File: src/rtl/rom_download_router.sv
// ROM download router: decodes ioctl download bytes by address region, queues
// sdram word writes in a small in-order FIFO, drives toggle-style port1/port2
// requests (one outstanding per port) and reports when the image is committed.
module rom_download_router #(
    parameter int          FIFO_DEPTH = 4,
    parameter logic [24:0] SP_BASE    = 25'h10000,
    parameter logic [24:0] SP_END     = 25'h1C000,
    parameter logic [24:0] IMG_END    = 25'h1C320,
    parameter logic [7:0]  ROM_INDEX  = 8'd0
) (
    input  logic        clk,
    input  logic        reset,
    input  logic        ioctl_download,
    input  logic        ioctl_wr,
    input  logic [24:0] ioctl_addr,
    input  logic [7:0]  ioctl_dout,
    input  logic [7:0]  ioctl_index,
    output logic        port1_req,
    input  logic        port1_ack,
    output logic [22:0] port1_a,
    output logic [1:0]  port1_ds,
    output logic [15:0] port1_d,
    output logic        port2_req,
    input  logic        port2_ack,
    output logic [22:0] port2_a,
    output logic [1:0]  port2_ds,
    output logic [15:0] port2_d,
    output logic        port_we,
    output logic        dl_wr,
    output logic [16:0] dl_addr,
    output logic [7:0]  dl_data,
    output logic        rom_loaded,
    output logic        overflow
);

    localparam int             PTR_W   = (FIFO_DEPTH > 1) ? $clog2(FIFO_DEPTH) : 1;
    localparam logic [PTR_W:0] DEPTH_C = (PTR_W + 1)'(FIFO_DEPTH);

    // Byte queue storage; only addresses below SP_END are ever queued, so 17 bits suffice.
    logic [16:0]      mem_addr [FIFO_DEPTH];
    logic [7:0]       mem_data [FIFO_DEPTH];
    logic [PTR_W-1:0] rd_ptr_q, wr_ptr_q;
    logic [PTR_W:0]   count_q, count_d;

    logic        wr_q;        // previous ioctl_wr, for rising-edge detection
    logic        port_we_q;   // registered ioctl_download, also the previous download level
    logic        fell_q;      // download window has closed since the last one opened
    logic        rom_loaded_q, overflow_q;
    logic        dl_wr_q;
    logic [16:0] dl_addr_q;
    logic [7:0]  dl_data_q;
    logic        p1_req_q, p2_req_q;
    logic [22:0] p1_a_q, p2_a_q;
    logic [1:0]  p1_ds_q, p2_ds_q;
    logic [15:0] p1_d_q, p2_d_q;

    logic        accept, enq, push, pop;
    logic        fifo_empty, fifo_full;
    logic        p1_idle, p2_idle, head_sp;
    logic [24:0] head_addr;
    logic [7:0]  head_data;
    logic [23:0] sp_off;

    // Accept/route decode, FIFO head decode and push/pop arbitration.
    always_comb begin
        accept     = ioctl_wr & ~wr_q & ioctl_download &
                     (ioctl_index == ROM_INDEX) & (ioctl_addr < IMG_END);
        enq        = accept & (ioctl_addr < SP_END);
        fifo_empty = (count_q == '0);
        fifo_full  = (count_q == DEPTH_C);
        p1_idle    = (p1_req_q == port1_ack);
        p2_idle    = (p2_req_q == port2_ack);
        head_addr  = {8'b0, mem_addr[rd_ptr_q]};
        head_data  = mem_data[rd_ptr_q];
        head_sp    = (head_addr >= SP_BASE);
        sp_off     = head_addr[23:0] - SP_BASE[23:0];
        // The head blocks on its own port only; later entries never overtake it.
        pop        = ~fifo_empty & (head_sp ? p2_idle : p1_idle);
        // A full queue still accepts a byte when the head leaves in the same cycle.
        push       = enq & (~fifo_full | pop);
        count_d    = count_q;
        case ({push, pop})
            2'b10:   count_d = count_q + 1'b1;
            2'b01:   count_d = count_q - 1'b1;
            default: count_d = count_q;
        endcase
    end

    // Queue storage write; contents are don't-care while the entry is not counted.
    always_ff @(posedge clk) begin
        if (push) begin
            mem_addr[wr_ptr_q] <= ioctl_addr[16:0];
            mem_data[wr_ptr_q] <= ioctl_dout;
        end
    end

    // Control, dispatch and status registers; reset abandons queued and outstanding writes.
    always_ff @(posedge clk) begin
        if (reset) begin
            wr_q         <= 1'b0;
            port_we_q    <= 1'b0;
            fell_q       <= 1'b0;
            rom_loaded_q <= 1'b0;
            overflow_q   <= 1'b0;
            rd_ptr_q     <= '0;
            wr_ptr_q     <= '0;
            count_q      <= '0;
            dl_wr_q      <= 1'b0;
            dl_addr_q    <= '0;
            dl_data_q    <= '0;
            p1_req_q     <= 1'b0;
            p1_a_q       <= '0;
            p1_ds_q      <= '0;
            p1_d_q       <= '0;
            p2_req_q     <= 1'b0;
            p2_a_q       <= '0;
            p2_ds_q      <= '0;
            p2_d_q       <= '0;
        end else begin
            wr_q      <= ioctl_wr;
            port_we_q <= ioctl_download;
            if (ioctl_download & ~port_we_q) begin
                fell_q <= 1'b0;
            end else if (~ioctl_download & port_we_q) begin
                fell_q <= 1'b1;
            end
            if (fell_q & fifo_empty & p1_idle & p2_idle) begin
                rom_loaded_q <= 1'b1;
            end
            if (enq & fifo_full & ~pop) begin
                overflow_q <= 1'b1;
            end
            dl_wr_q <= accept;
            if (accept) begin
                dl_addr_q <= ioctl_addr[16:0];
                dl_data_q <= ioctl_dout;
            end
            if (push) begin
                wr_ptr_q <= wr_ptr_q + 1'b1;
            end
            if (pop) begin
                rd_ptr_q <= rd_ptr_q + 1'b1;
                if (head_sp) begin
                    p2_req_q <= ~p2_req_q;
                    p2_a_q   <= {sp_off[23:16], sp_off[13:0], sp_off[15]};
                    p2_ds_q  <= {sp_off[14], ~sp_off[14]};
                    p2_d_q   <= {head_data, head_data};
                end else begin
                    p1_req_q <= ~p1_req_q;
                    p1_a_q   <= head_addr[23:1];
                    p1_ds_q  <= {head_addr[0], ~head_addr[0]};
                    p1_d_q   <= {head_data, head_data};
                end
            end
            count_q <= count_d;
        end
    end

    assign port1_req  = p1_req_q;
    assign port1_a    = p1_a_q;
    assign port1_ds   = p1_ds_q;
    assign port1_d    = p1_d_q;
    assign port2_req  = p2_req_q;
    assign port2_a    = p2_a_q;
    assign port2_ds   = p2_ds_q;
    assign port2_d    = p2_d_q;
    assign port_we    = port_we_q;
    assign dl_wr      = dl_wr_q;
    assign dl_addr    = dl_addr_q;
    assign dl_data    = dl_data_q;
    assign rom_loaded = rom_loaded_q;
    assign overflow   = overflow_q;

endmodule

File: config.mk
export PLATFORM = sky130hd
export DESIGN_NAME = rom_download_router
export DESIGN_NICKNAME = d
export VERILOG_FILES = /design/src/rtl/rom_download_router.sv
export SDC_FILE = /design/constraint.sdc
export NUM_CORES = 1
export LEC_CHECK = 0
export BUFFER_PORTS_ARGS = -buffer_cell sky130_fd_sc_hd__buf_4
export CAP_MARGIN = 20
export CORE_UTILIZATION = 49
export DETAILED_ROUTE_END_ITERATION = 6
export HOLD_SLACK_MARGIN = 0.03
export PLACE_DENSITY_LB_ADDON = 0.15
export REMOVE_ABC_BUFFERS = 1
export SLEW_MARGIN = 10
export SYNTH_ARGS = -nofsm -noshare
export SYNTH_HDL_FRONTEND = slang
export SYNTH_SLANG_ARGS = --single-unit
File: constraint.sdc
create_clock -name clk -period 2.49 [get_ports clk]
set_input_delay 0.249 -clock clk [delete_from_list [all_inputs] [get_ports clk]]
set_output_delay 0.249 -clock clk [all_outputs]
set_load 0.03 [all_outputs]
# Word level (Yosys, flattened, before mapping)
# Memories as Yosys holds them, arrays and structs flattened. A register that Yosys moved wholly into a read port is not among the register bits.
# Index checks and enable logic that the tools add are counted.
[totals]
ff_bits = 115
mem_bits_rw = 100
input_bits = 47
output_inout_bits = 113
wordCells = 74
n_memories = 2
[mem_list]
columns = ["name", "depth", "word_bits", "rd", "rd_clocked_by_memory_dff", "write_ports", "line_no", "rtl"]
rows = [
  ["mem_addr", 4, 17, 1, 1, 1, "40", "logic [16:0] mem_addr [FIFO_DEPTH];"],
  ["mem_data", 4, 8, 1, 1, 1, "41", "logic [7:0] mem_data [FIFO_DEPTH];"],
]
[classes]
addsub = 5
n_lt_le_gt_ge = 3
n_eq_ne = 5
mux = 8
bitwise = 26
n_reduce_logical = 6
[op_table]
columns = ["op", "count"]
rows = [
  ["25-bit by 17-bit < comparator with 1-bit output, second input constant", 2],
  ["17-bit by 17-bit subtractor with 18-bit output, second input constant", 1],
  ["17-bit greater-or-equal comparator, second input constant", 1],
  ["1-bit AND", 14],
  ["1-bit NOT", 11],
  ["8-bit zero test", 1],
  ["2-bit 2-to-1 mux", 4],
  ["3-bit case mux with 2 select lines", 1],
  ["2-bit by 1-bit adder with 2-bit output, second input constant", 2],
  ["2-bit AND reduction", 2],
  ["3-bit by 1-bit adder with 3-bit output, second input constant", 1],
  ["3-bit equality test, second input constant", 1],
  ["3-bit zero test", 1],
  ["1-bit 2-to-1 mux", 3],
  ["3-bit by 1-bit subtractor with 3-bit output, second input constant", 1],
  ["1-bit equality test", 2],
  ["2-bit by 1-bit equality test with 1-bit output, second input constant", 1],
  ["2-bit equality test, second input constant", 1],
  ["2-bit nonzero test", 1],
  ["2-bit OR reduction", 1],
  ["1-bit bitwise OR", 1],
]

# Depth between registers and ports, before layout
# Gate-level depths: netlist of run 1.
[logic_depth]
depth_word = 9
depth_mapped = 11
mapped_depth_nobuf = 9

# Least setup slack after synthesis of run 1
# OpenSTA, ideal clock, no wires.
[synth_path]
kind = "reg2reg"
from = "register with a tool-made name"
to = "register count_q[2]"
setup_ps = 123
arrival_ps = 2634
t_required_ps = 2367
setup_slack_ps = -268
path_stages_with_launch = 11
path_buffers = 2
period_less_slack_ps = 2758
cell_sequence = "dfxtp_1 -> buf_6 -> mux4_2 -> or3_1 -> buf_2 -> nand2_2 -> nand2_1 -> fa_1 -> o221a_1 -> a31oi_1 -> mux2_1"
[synth_rtl]
columns = ["element", "line_no", "rtl"]
rows = [
  ["end signal: assignment", "155", "count_q <= count_d;"],
  ["end: declaration", "43", "logic [PTR_W:0] count_q, count_d;"],
]

==> flow_summary.json, run 1 <==
{
  "arrival_ns": 2.77,
  "synth.ff_latch_count": 194,
  "share_comb_of_total_power": 0.186,
  "place.gp.congestion": 0.792,
  "firstDrtPassIters": 7,
  "syn_inst": 601,
  "min_period_ns": 2.46,
  "die_area_sq_um": 15600,
  "clk_pin_slew_ns": 0.07,
  "synth_top_flop_cell": "edfxtp_1",
  "grt_max_degree": 58,
  "pin_count": 160,
  "numPortBuffers": 152,
  "synth-edff-count": 100,
  "ant_nets": 0,
  "peakVddDrop_v": 0.000709,
  "syn_area_per_cell_sq_um": 12.3,
  "intPower_mw": 5.42,
  "final_common_cell": "buf_4",
  "final_cell_mix": "buf_4, nand2_1, edfxtp_1",
  "antenna_found_initial": 0,
  "start_util": 0.505,
  "num_vias": 5062,
  "skew_ns": 0.00625,
  "tns_ns": 0,
  "p_clk_frac": 0.337,
  "fin_crit_sh": 0.987,
  "final_layout_size_suffix_gt1_frac": 0.320,
  "grt_pass1_wl_mm": 26.1,
  "seq_power_share": 0.477,
  "violations": "design-rule violations",
  "die_w_microns": 125,
  "multiInputGateArea_sq_um": 2190,
  "outcome": "complete, but fails checks",
  "cp_max_fo": 2,
  "hold_path_class": "in -> reg",
  "h-tree-depth": 4,
  "cts_made_buffers": 17,
  "maxCapViolations": 0,
  "cts_tree": "done",
  "power_switching_mw": 2.04,
  "antenna_cells": 0,
  "slew_headroom": 0.591,
  "tightest_slew_ns": 0.614,
  "startpoint_type": "flop",
  "critPathKind": "reg -> reg",
  "slew_violations": 0,
  "grt.overflow.total": 0,
  "clock_path_buffers": 2,
  "final_nets": 812,
  "area_growth_pct": 26.7,
  "drtIter0Drc": 359,
  "regArea_sq_um": 4890,
  "drt-total-wl_mm": 16.2,
  "p_leak_nw": 3.43,
  "worstSkewPairLatency_ns": 0.42,
  "final_cells": 957,
  "num_rows": 44,
  "cp_data_required_time_ns": 2.80,
  "dp_hpwl_mm": 10.7,
  "core_area_sq_um": 14600,
  "syn-cell-area_sq_um": 7400,
  "dpl_worst_slack_ns": -0.0671,
  "fmax_mhz": 407,
  "p_per_area_nw_per_um2": 796,
  "yosysUniqueCellTypes": 45,
  "nFillCells": 1139,
  "setup_ws_ns": 0.0328,
  "ys_seq_area_frac": 0.660,
  "die_h_microns": 125,
  "wl_per_cell_microns": 16.9,
  "drc": 30,
  "track_usage": 0.218,
  "grt_pass1_vias": 5077,
  "clock_sinks": 194,
  "routed_via_density": 5.29,
  "rsz0062_at_grt": "true",
  "p_sw_frac": 0.273,
  "worst_setup_path_end_kind": "flop",
  "clock-root-buffer": "clkbuf_16",
  "hold_viol": 0,
  "dp.cells": 911,
  "synth-async-reset-ratio": 0,
  "post_cts.repair.setup_buffers": 0,
  "setup_viol": 0,
  "yosysWarnings": 0
}
-- cells in the mapped netlist, types with 2 or more instances --
cell      instances  area, sq um
nor4_1            6         37.5
nand2_1         151          567
nand3_1           7         35.0
a21oi_1          75          375
nor3_2            2         20.0
o21ai_0           3         15.0
nor2b_1           2         12.5
nand4_1           2         12.5
a31oi_1           3         18.8
inv_1             5         18.8
buf_2             7         35.0
and2_1            4         25.0
nor2_1           18         67.6
nand2b_1          2         12.5
xor2_1            2         17.5
edfxtp_1        100         3000
buf_4            30          225
mux4_2           25          563
or3_1             3         18.8
nor3_1            2         10.0
xnor2_1           6         52.6
ha_1              4         50.1
nor4bb_1          2         20.0
mux2i_1           2         20.0
dfxtp_1          94         1880
nor3b_1           2         15.0
buf_1             2         7.51
and3_1            2         12.5
clkbuf_1         22         82.6
-- what timing repair did --
item,4_1_cts,5_1_grt
pin swaps,1,1
hold buffers,14,0
gates resized for setup,3,4
setup endpoints to repair,2,2
endpoints found under the hold margin,56,0
-- worst paths after layout --
check | startpoint | endpoint | slack, ns | cells past startpoint
min reg2reg | dl_addr[9] | dl_addr[9] | 0.45 | 2
max | flop | count_q[2] | 0.03 | 8
max reg2reg | flop | count_q[2] | 0.03 | 8
min | ioctl_wr | wr_q | 0.05 | 2
-- logic make-up after synthesis --
kind of cell,Yosys count,synth area share
simple gates,207,0.119
flops,194,0.660
mux,28,0.0803
buf+inv,67,0.0514
xor+xnor,8,0.00947
fa+ha+maj,5,0.00947
other cells,1,0.000507
compound gates,91,0.0700
-- layer usage --
metal  GRT usage  vias up  routed length (microns)
met5           0        -                        0
met4      0.0782        0                      208
met3      0.0468       19                      829
met2       0.376      163                     8310
met1       0.271     2478                     6810
li1            -     2402                        -
-- state kept, by name, summed over array words and instances, names as in the netlist, 8 cells and up, named ones only --
register  count
mem_addr     68
dl_addr      17
mem_data     32
port1_a      16
port1_d       8
port2_a      16
port2_d       8
dl_data       8
-- worst max-delay path, stage by stage (launching register included) --
cell	delay, ns
dfxtp_2	0.34
mux4_2	0.52
or3_4	0.40
nand2_4	0.07
nand2_2	0.05
fa_2	0.33
o221a_1	0.12
a31oi_1	0.17
mux2_1	0.33
-- area by class of cell --
class	instances	area share
clock inverters	11	0.00948
flip-flops and latches	194	0.521
repair buffers	196	0.161
well taps	184	0.0246
inverters	5	0.00200
multi-input cells	346	0.234
clock buffers	21	0.0480
-- power by group through the flow --
stage | registers, mW | clock network, mW | logic, mW
floorplan | 3.91 | 0 | 0.538
global placement | 3.62 | 0 | 1.34
detailed placement | 3.63 | 0 | 1.36
CTS | 3.56 | 2.56 | 1.39
global route | 3.57 | 2.68 | 1.49
finish | 3.56 | 2.51 | 1.39
-- metrics by stage --
step,hold WS (ns),total power [mW],util,area (sq um)
floorplan,0.316,4.45,-,7060
global placement,0.438,4.97,0.592,8670
detailed placement,0.444,4.99,0.592,8670
CTS,0.0319,7.51,0.639,9360
global route,0.0324,7.75,0.640,9380
finish,0.0486,7.46,0.640,9380
Note: power is estimated with default switching activity, not from simulation.
==> inputs of run 2 (changes only) <==
- CORE_ASPECT_RATIO: unset -> 1.2
- SLEW_MARGIN: 10 -> unset
==> run 2 against run 1 <==
- the run now ends clean
- clock power decreased by 3%
- hold slack got worse by 0.0011 ns
- final area up 0.83%
- register-to-register slack better by 0.05 ns
- first-iteration DRC count decreased by 8.1%
- count of clock-buffer cells in the layout decreased by 3
- sequential share of layout area down 0.43 points
- critical endpoint unchanged
==> flow_summary.json, run 2 (synthesized netlist as in run 1, its figures left out) <==
{
  "outcome": "finished clean",
  "numPortBuffers": 152,
  "num_rows": 48,
  "top_register": "mem_addr",
  "final_cell_mix": "buf_4, nand2_1, edfxtp_1",
  "fmax_mhz": 415,
  "cts_made_buffers": 17,
  "rsz0062_at_grt": "false",
  "final_common_cell": "buf_4",
  "p_sw_frac": 0.279,
  "tightest_slew_ns": 0.618,
  "grt.overflow.total": 0,
  "reg2reg_slack_ns": 0.08,
  "intPower_mw": 5.34,
  "firstDrtPassIters": 5,
  "antenna_found_initial": 0,
  "area_growth_pct": 27.7,
  "drt-total-wl_mm": 16.0,
  "die_h_microns": 137,
  "die_w_microns": 114,
  "die_area_sq_um": 15600,
  "dp_hpwl_mm": 10.7,
  "clock_path_buffers": 2,
  "core_area_sq_um": 14600,
  "skew_ns": 0.00933,
  "clock-root-buffer": "clkbuf_16",
  "dpl_worst_slack_ns": -0.0704,
  "critPathKind": "reg -> reg",
  "hold_viol": 0,
  "min_period_ns": 2.41,
  "finalInstanceArea_sq_um": 9450,
  "power_switching_mw": 2.06,
  "p_leak_nw": 3.44,
  "antenna_cells": 0,
  "final_cells": 975,
  "final_nets": 815,
  "final_layout_size_suffix_gt1_frac": 0.314,
  "post_cts.repair.setup_buffers": 0,
  "grt_pass1_wl_mm": 24.8,
  "whs_ns": 0.0475,
  "grt_max_degree": 42,
  "cts_tree": "done",
  "cp_max_fo": 2,
  "drtIter0Drc": 330,
  "clk_pin_slew_ns": 0.06,
  "arrival_ns": 2.73,
  "hold_path_class": "in -> reg",
  "dpl_cell_area_sq_um": 8730,
  "startpoint_type": "flop",
  "share_comb_of_total_power": 0.189,
  "ant_nets": 0,
  "p_clk_frac": 0.330,
  "cp_data_required_time_ns": 2.81,
  "grt_pass1_vias": 4774,
  "h-tree-depth": 4,
  "slew_violations": 0,
  "largest_register_ffs": 68,
  "num_vias": 5028,
  "fin_crit_sh": 0.967,
  "routed_via_density": 5.16,
  "dp.cells": 925,
  "p_per_area_nw_per_um2": 783,
  "track_usage": 0.215,
  "slew_headroom": 0.582,
  "p_total_mw": 7.40,
  "place.gp.congestion": 0.781,
  "worstSkewPairLatency_ns": 0.44,
  "setup_viol": 0,
  "pin_count": 160,
  "clock_sinks": 194,
  "start_util": 0.507,
  "seq_power_share": 0.481,
  "setup_ws_ns": 0.0812,
  "peakVddDrop_v": 0.000491,
  "wl_per_cell_microns": 16.4,
  "drc": 0,
  "worst_setup_path_end_kind": "flop",
  "maxCapViolations": 0
}
[run 2: changes by cell type in the layout (fill, tap and decap cells not counted), sizes merged, moves of 2 or more]
cell	change
dlygate4sd3	+5
buf	-2
inv	+3
clkbuf	-3
[run 2: worst max-delay path: stages, from the launching register on]
cell and delay, ns:
dfxtp_2 0.34, mux4_2 0.52, or3_4 0.35, nand2_2 0.08, nand2_2 0.05, fa_2 0.34, o221a_1 0.13, a31oi_1 0.16
mux2_1 0.33
[run 2: final cells by class]
class | instances | area (sq um)
timing repair buffer | 199 | 1590
clock inverter | 13 | 86.3
sequential | 194 | 4890
multi-input combinational | 346 | 2180
clock buffer | 18 | 439
tap | 200 | 250
fill | 1156 | 5140
inverter | 5 | 18.8
[run 2: timing repair]
action	in CTS	in global routing
resized for setup	3	1
hold buffers	19	0
endpoints found under the setup margin	1	2
pin swaps	0	1
hold endpoints to repair	73	0
[run 2: through the flow]
step	utilization	TNS (ns)
2_1_floorplan	-	-102.93
3_3_place_gp	0.598	0
3_5_place_dp	0.598	-0.0704
4_1_cts	0.648	0
5_1_grt	0.648	0
6_report	0.648	0
[run 2: worst paths after layout]
| check | cells past startpoint | start | end |
|---|---|---|---|
| worst max register to register | 8 | flop | count_q[2] |
| worst max-delay path | 8 | flop | count_q[2] |
| worst min register to register | 2 | port2_a[9] | port2_a[9] |
| worst min-delay path | 1 | ioctl_addr[9] | mem_addr[1][9] |
[run 2: power by group through the flow]
stage                     Combinational, mW  Sequential [mW]  Clock (mW)
after floorplan                       0.538             3.91           0
after global placement                 1.36             3.62           0
after detailed placement               1.37             3.63           0
after CTS                              1.40             3.56        2.49
after global routing                   1.51             3.57        2.60
final                                  1.40             3.56        2.44
[run 2: routing by layer]
metal | share of wire | routed length [microns] | global-route usage | vias to the layer above
met5 | 0 | 0 | 0 | -
met4 | 0.017 | 271 | 0.0902 | 0
met3 | 0.052 | 838 | 0.0434 | 21
met2 | 0.48 | 7700 | 0.345 | 171
met1 | 0.45 | 7160 | 0.285 | 2423
li1 | - | - | - | 2413
==> inputs of run 3 (changes only) <==
- MAX_ROUTING_LAYER: unset -> met4
- SETUP_SLACK_MARGIN: unset -> 0.4
==> run 3 against run 2 <==
- power grew 1.0%
- routed wire length grew 8.9%
- sequential cell count is the same
- critical endpoint unchanged
- critical path depth unchanged
- final area up 5.3%
==> flow_summary.json, run 3 (synthesized netlist as in run 1, its figures left out) <==
{
  "cts_made_buffers": 17,
  "grt_pass1_vias": 4858,
  "clk_pin_slew_ns": 0.07,
  "num_rows": 48,
  "top_register": "mem_addr",
  "slowest_delay_ns": 0.50,
  "power_switching_mw": 2.11,
  "track_usage": 0.237,
  "area_growth_pct": 34.5,
  "clock_path_buffers": 2,
  "arrival_ns": 2.77,
  "peakVddDrop_v": 0.000477,
  "dp_hpwl_mm": 10.7,
  "worstReg2RegEnd": "count_q[2]",
  "maxCapViolations": 0,
  "start_util": 0.507,
  "clock-root-buffer": "clkbuf_16",
  "grt.overflow.total": 0,
  "drt-total-wl_mm": 17.4,
  "reg2reg_depth": 8,
  "worstHoldStart": "ioctl_addr[9]",
  "critPathKind": "reg -> reg",
  "drtIter0Drc": 329,
  "startpoint_type": "flop",
  "outcome": "finished clean",
  "cts_tree": "done",
  "num_vias": 5220,
  "worst_setup_path_end_kind": "flop",
  "fin_crit_sh": 0.986,
  "reg2reg_slack_ns": 0.03,
  "final_layout_size_suffix_gt1_frac": 0.343,
  "drc": 0,
  "min_to": "mem_addr[1][9]",
  "die_w_microns": 114,
  "fmax_mhz": 407,
  "dp.cells": 925,
  "p_sw_frac": 0.282,
  "min_period_ns": 2.46,
  "h-tree-depth": 4,
  "cp_max_fo": 2,
  "firstDrtPassIters": 5,
  "path_cells": "mux4_2 > or3_4 > nand2_4 > nand2_4 > fa_2 > o221a_1 > a31oi_1 > mux2_1",
  "final_cells": 997,
  "slew_headroom": 0.571,
  "seq_power_share": 0.476,
  "hold_path_class": "in -> reg",
  "intPower_mw": 5.37,
  "setup_viol": 0,
  "skew_ns": 0.0124,
  "p_leak_nw": 3.66,
  "tns_ns": 0,
  "largest_register_ffs": 68,
  "cp_data_required_time_ns": 2.81,
  "cpMostUsedCell": "nand2_4",
  "share_comb_of_total_power": 0.195,
  "nFillCells": 1095,
  "wl_per_cell_microns": 17.4,
  "p_clk_frac": 0.329,
  "rsz0062_at_grt": "true",
  "core_area_sq_um": 14600,
  "slew_violations": 0,
  "hold_viol": 0,
  "pin_count": 160,
  "ant_nets": 0,
  "setup_ws_ns": 0.0346,
  "tightest_slew_ns": 0.636,
  "antenna_found_initial": 0,
  "clock_sinks": 194,
  "timing.rr.start": "mem_addr[1][16]",
  "grt_max_degree": 42,
  "p_per_area_nw_per_um2": 751,
  "final_cell_mix": "buf_4, nand2_1, edfxtp_1",
  "worstSkewPairLatency_ns": 0.44,
  "die_h_microns": 137,
  "die_area_sq_um": 15600,
  "antenna_cells": 0,
  "final_common_cell": "buf_4",
  "dpl_worst_slack_ns": -0.0704,
  "cpMaxStageDelayCell": "mux4_2",
  "place.gp.congestion": 0.792,
  "routed_via_density": 5.24,
  "grt_pass1_wl_mm": 26.4,
  "hold_depth": 1,
  "numPortBuffers": 152,
  "final_nets": 837
}
## run 3: changes by cell type in the layout (fill, tap and decap cells not counted), sizes merged
| cell | before | now |
|---|---|---|
| bufbuf | 0 | 6 |
| buf | 180 | 195 |
| dlygate4sd3 | 19 | 20 |
## run 3: worst max-delay path: cells and delay by family, from the launching register on
family                   cells  cell delay [ns]
AND/OR/NAND/NOR              3             0.51
multiplexers                 2             0.83
AO/OA/AOI/OAI                2             0.30
adder cells (fa/ha/maj)      1             0.34
flip-flops                   1             0.37
## run 3: worst max path at each step
stage                          startpoint    endpoint  slack (ns)
after floorplan                      flop  count_q[2]       -1.23
after global placement               flop  count_q[2]       0.003
after detailed placement             flop  count_q[2]       -0.07
after CTS                            flop  count_q[2]        0.08
after global routing      mem_addr[1][16]  count_q[2]       -0.05
final                     mem_addr[1][16]  count_q[2]        0.03
## run 3: through the flow
stage	hold WS [ns]	instance area [sq um]	total power, mW	utilization
3_3_place_gp	0.437	8730	4.98	0.598
6_report	0.0487	9950	7.48	0.682
3_5_place_dp	0.445	8730	5.00	0.598
2_1_floorplan	0.316	7060	4.45	-
5_1_grt	0.0383	9950	7.74	0.682
4_1_cts	0.0306	9900	7.48	0.678
## run 3: layout make-up
cell class,count,area [sq um],area share
sequential,194,4890,0.491
timing repair buffer,221,2050,0.206
clock buffer,18,439,0.0441
tap,200,250,0.0251
multi-input combinational,346,2220,0.224
clock inverter,13,86.3,0.00867
inverter,5,18.8,0.00189
## run 3: power groups by stage
| stage | combinational, mW | clock, mW | sequential [mW] |
|---|---|---|---|
| floorplan | 0.538 | 0 | 3.91 |
| global placement | 1.36 | 0 | 3.62 |
| detailed placement | 1.37 | 0 | 3.63 |
| CTS | 1.42 | 2.49 | 3.56 |
| global route | 1.56 | 2.61 | 3.57 |
| finish | 1.46 | 2.46 | 3.56 |
## run 3: metal layers
layer,GRT usage,share of wire,routed length (microns)
met1,0.307,0.42,7310
met2,0.372,0.49,8570
met3,0.0469,0.067,1160
met4,0.0924,0.020,345
met5,-,0,0
## run 3: repair_timing
action                                  CTS  global route
hold buffers                             20             0
gates resized for setup                  22             6
endpoints found under the hold margin    73             0
gates cloned                             10             0
setup buffers                             8             3
endpoints found under the setup margin  114           136
pin swaps                                 5             3
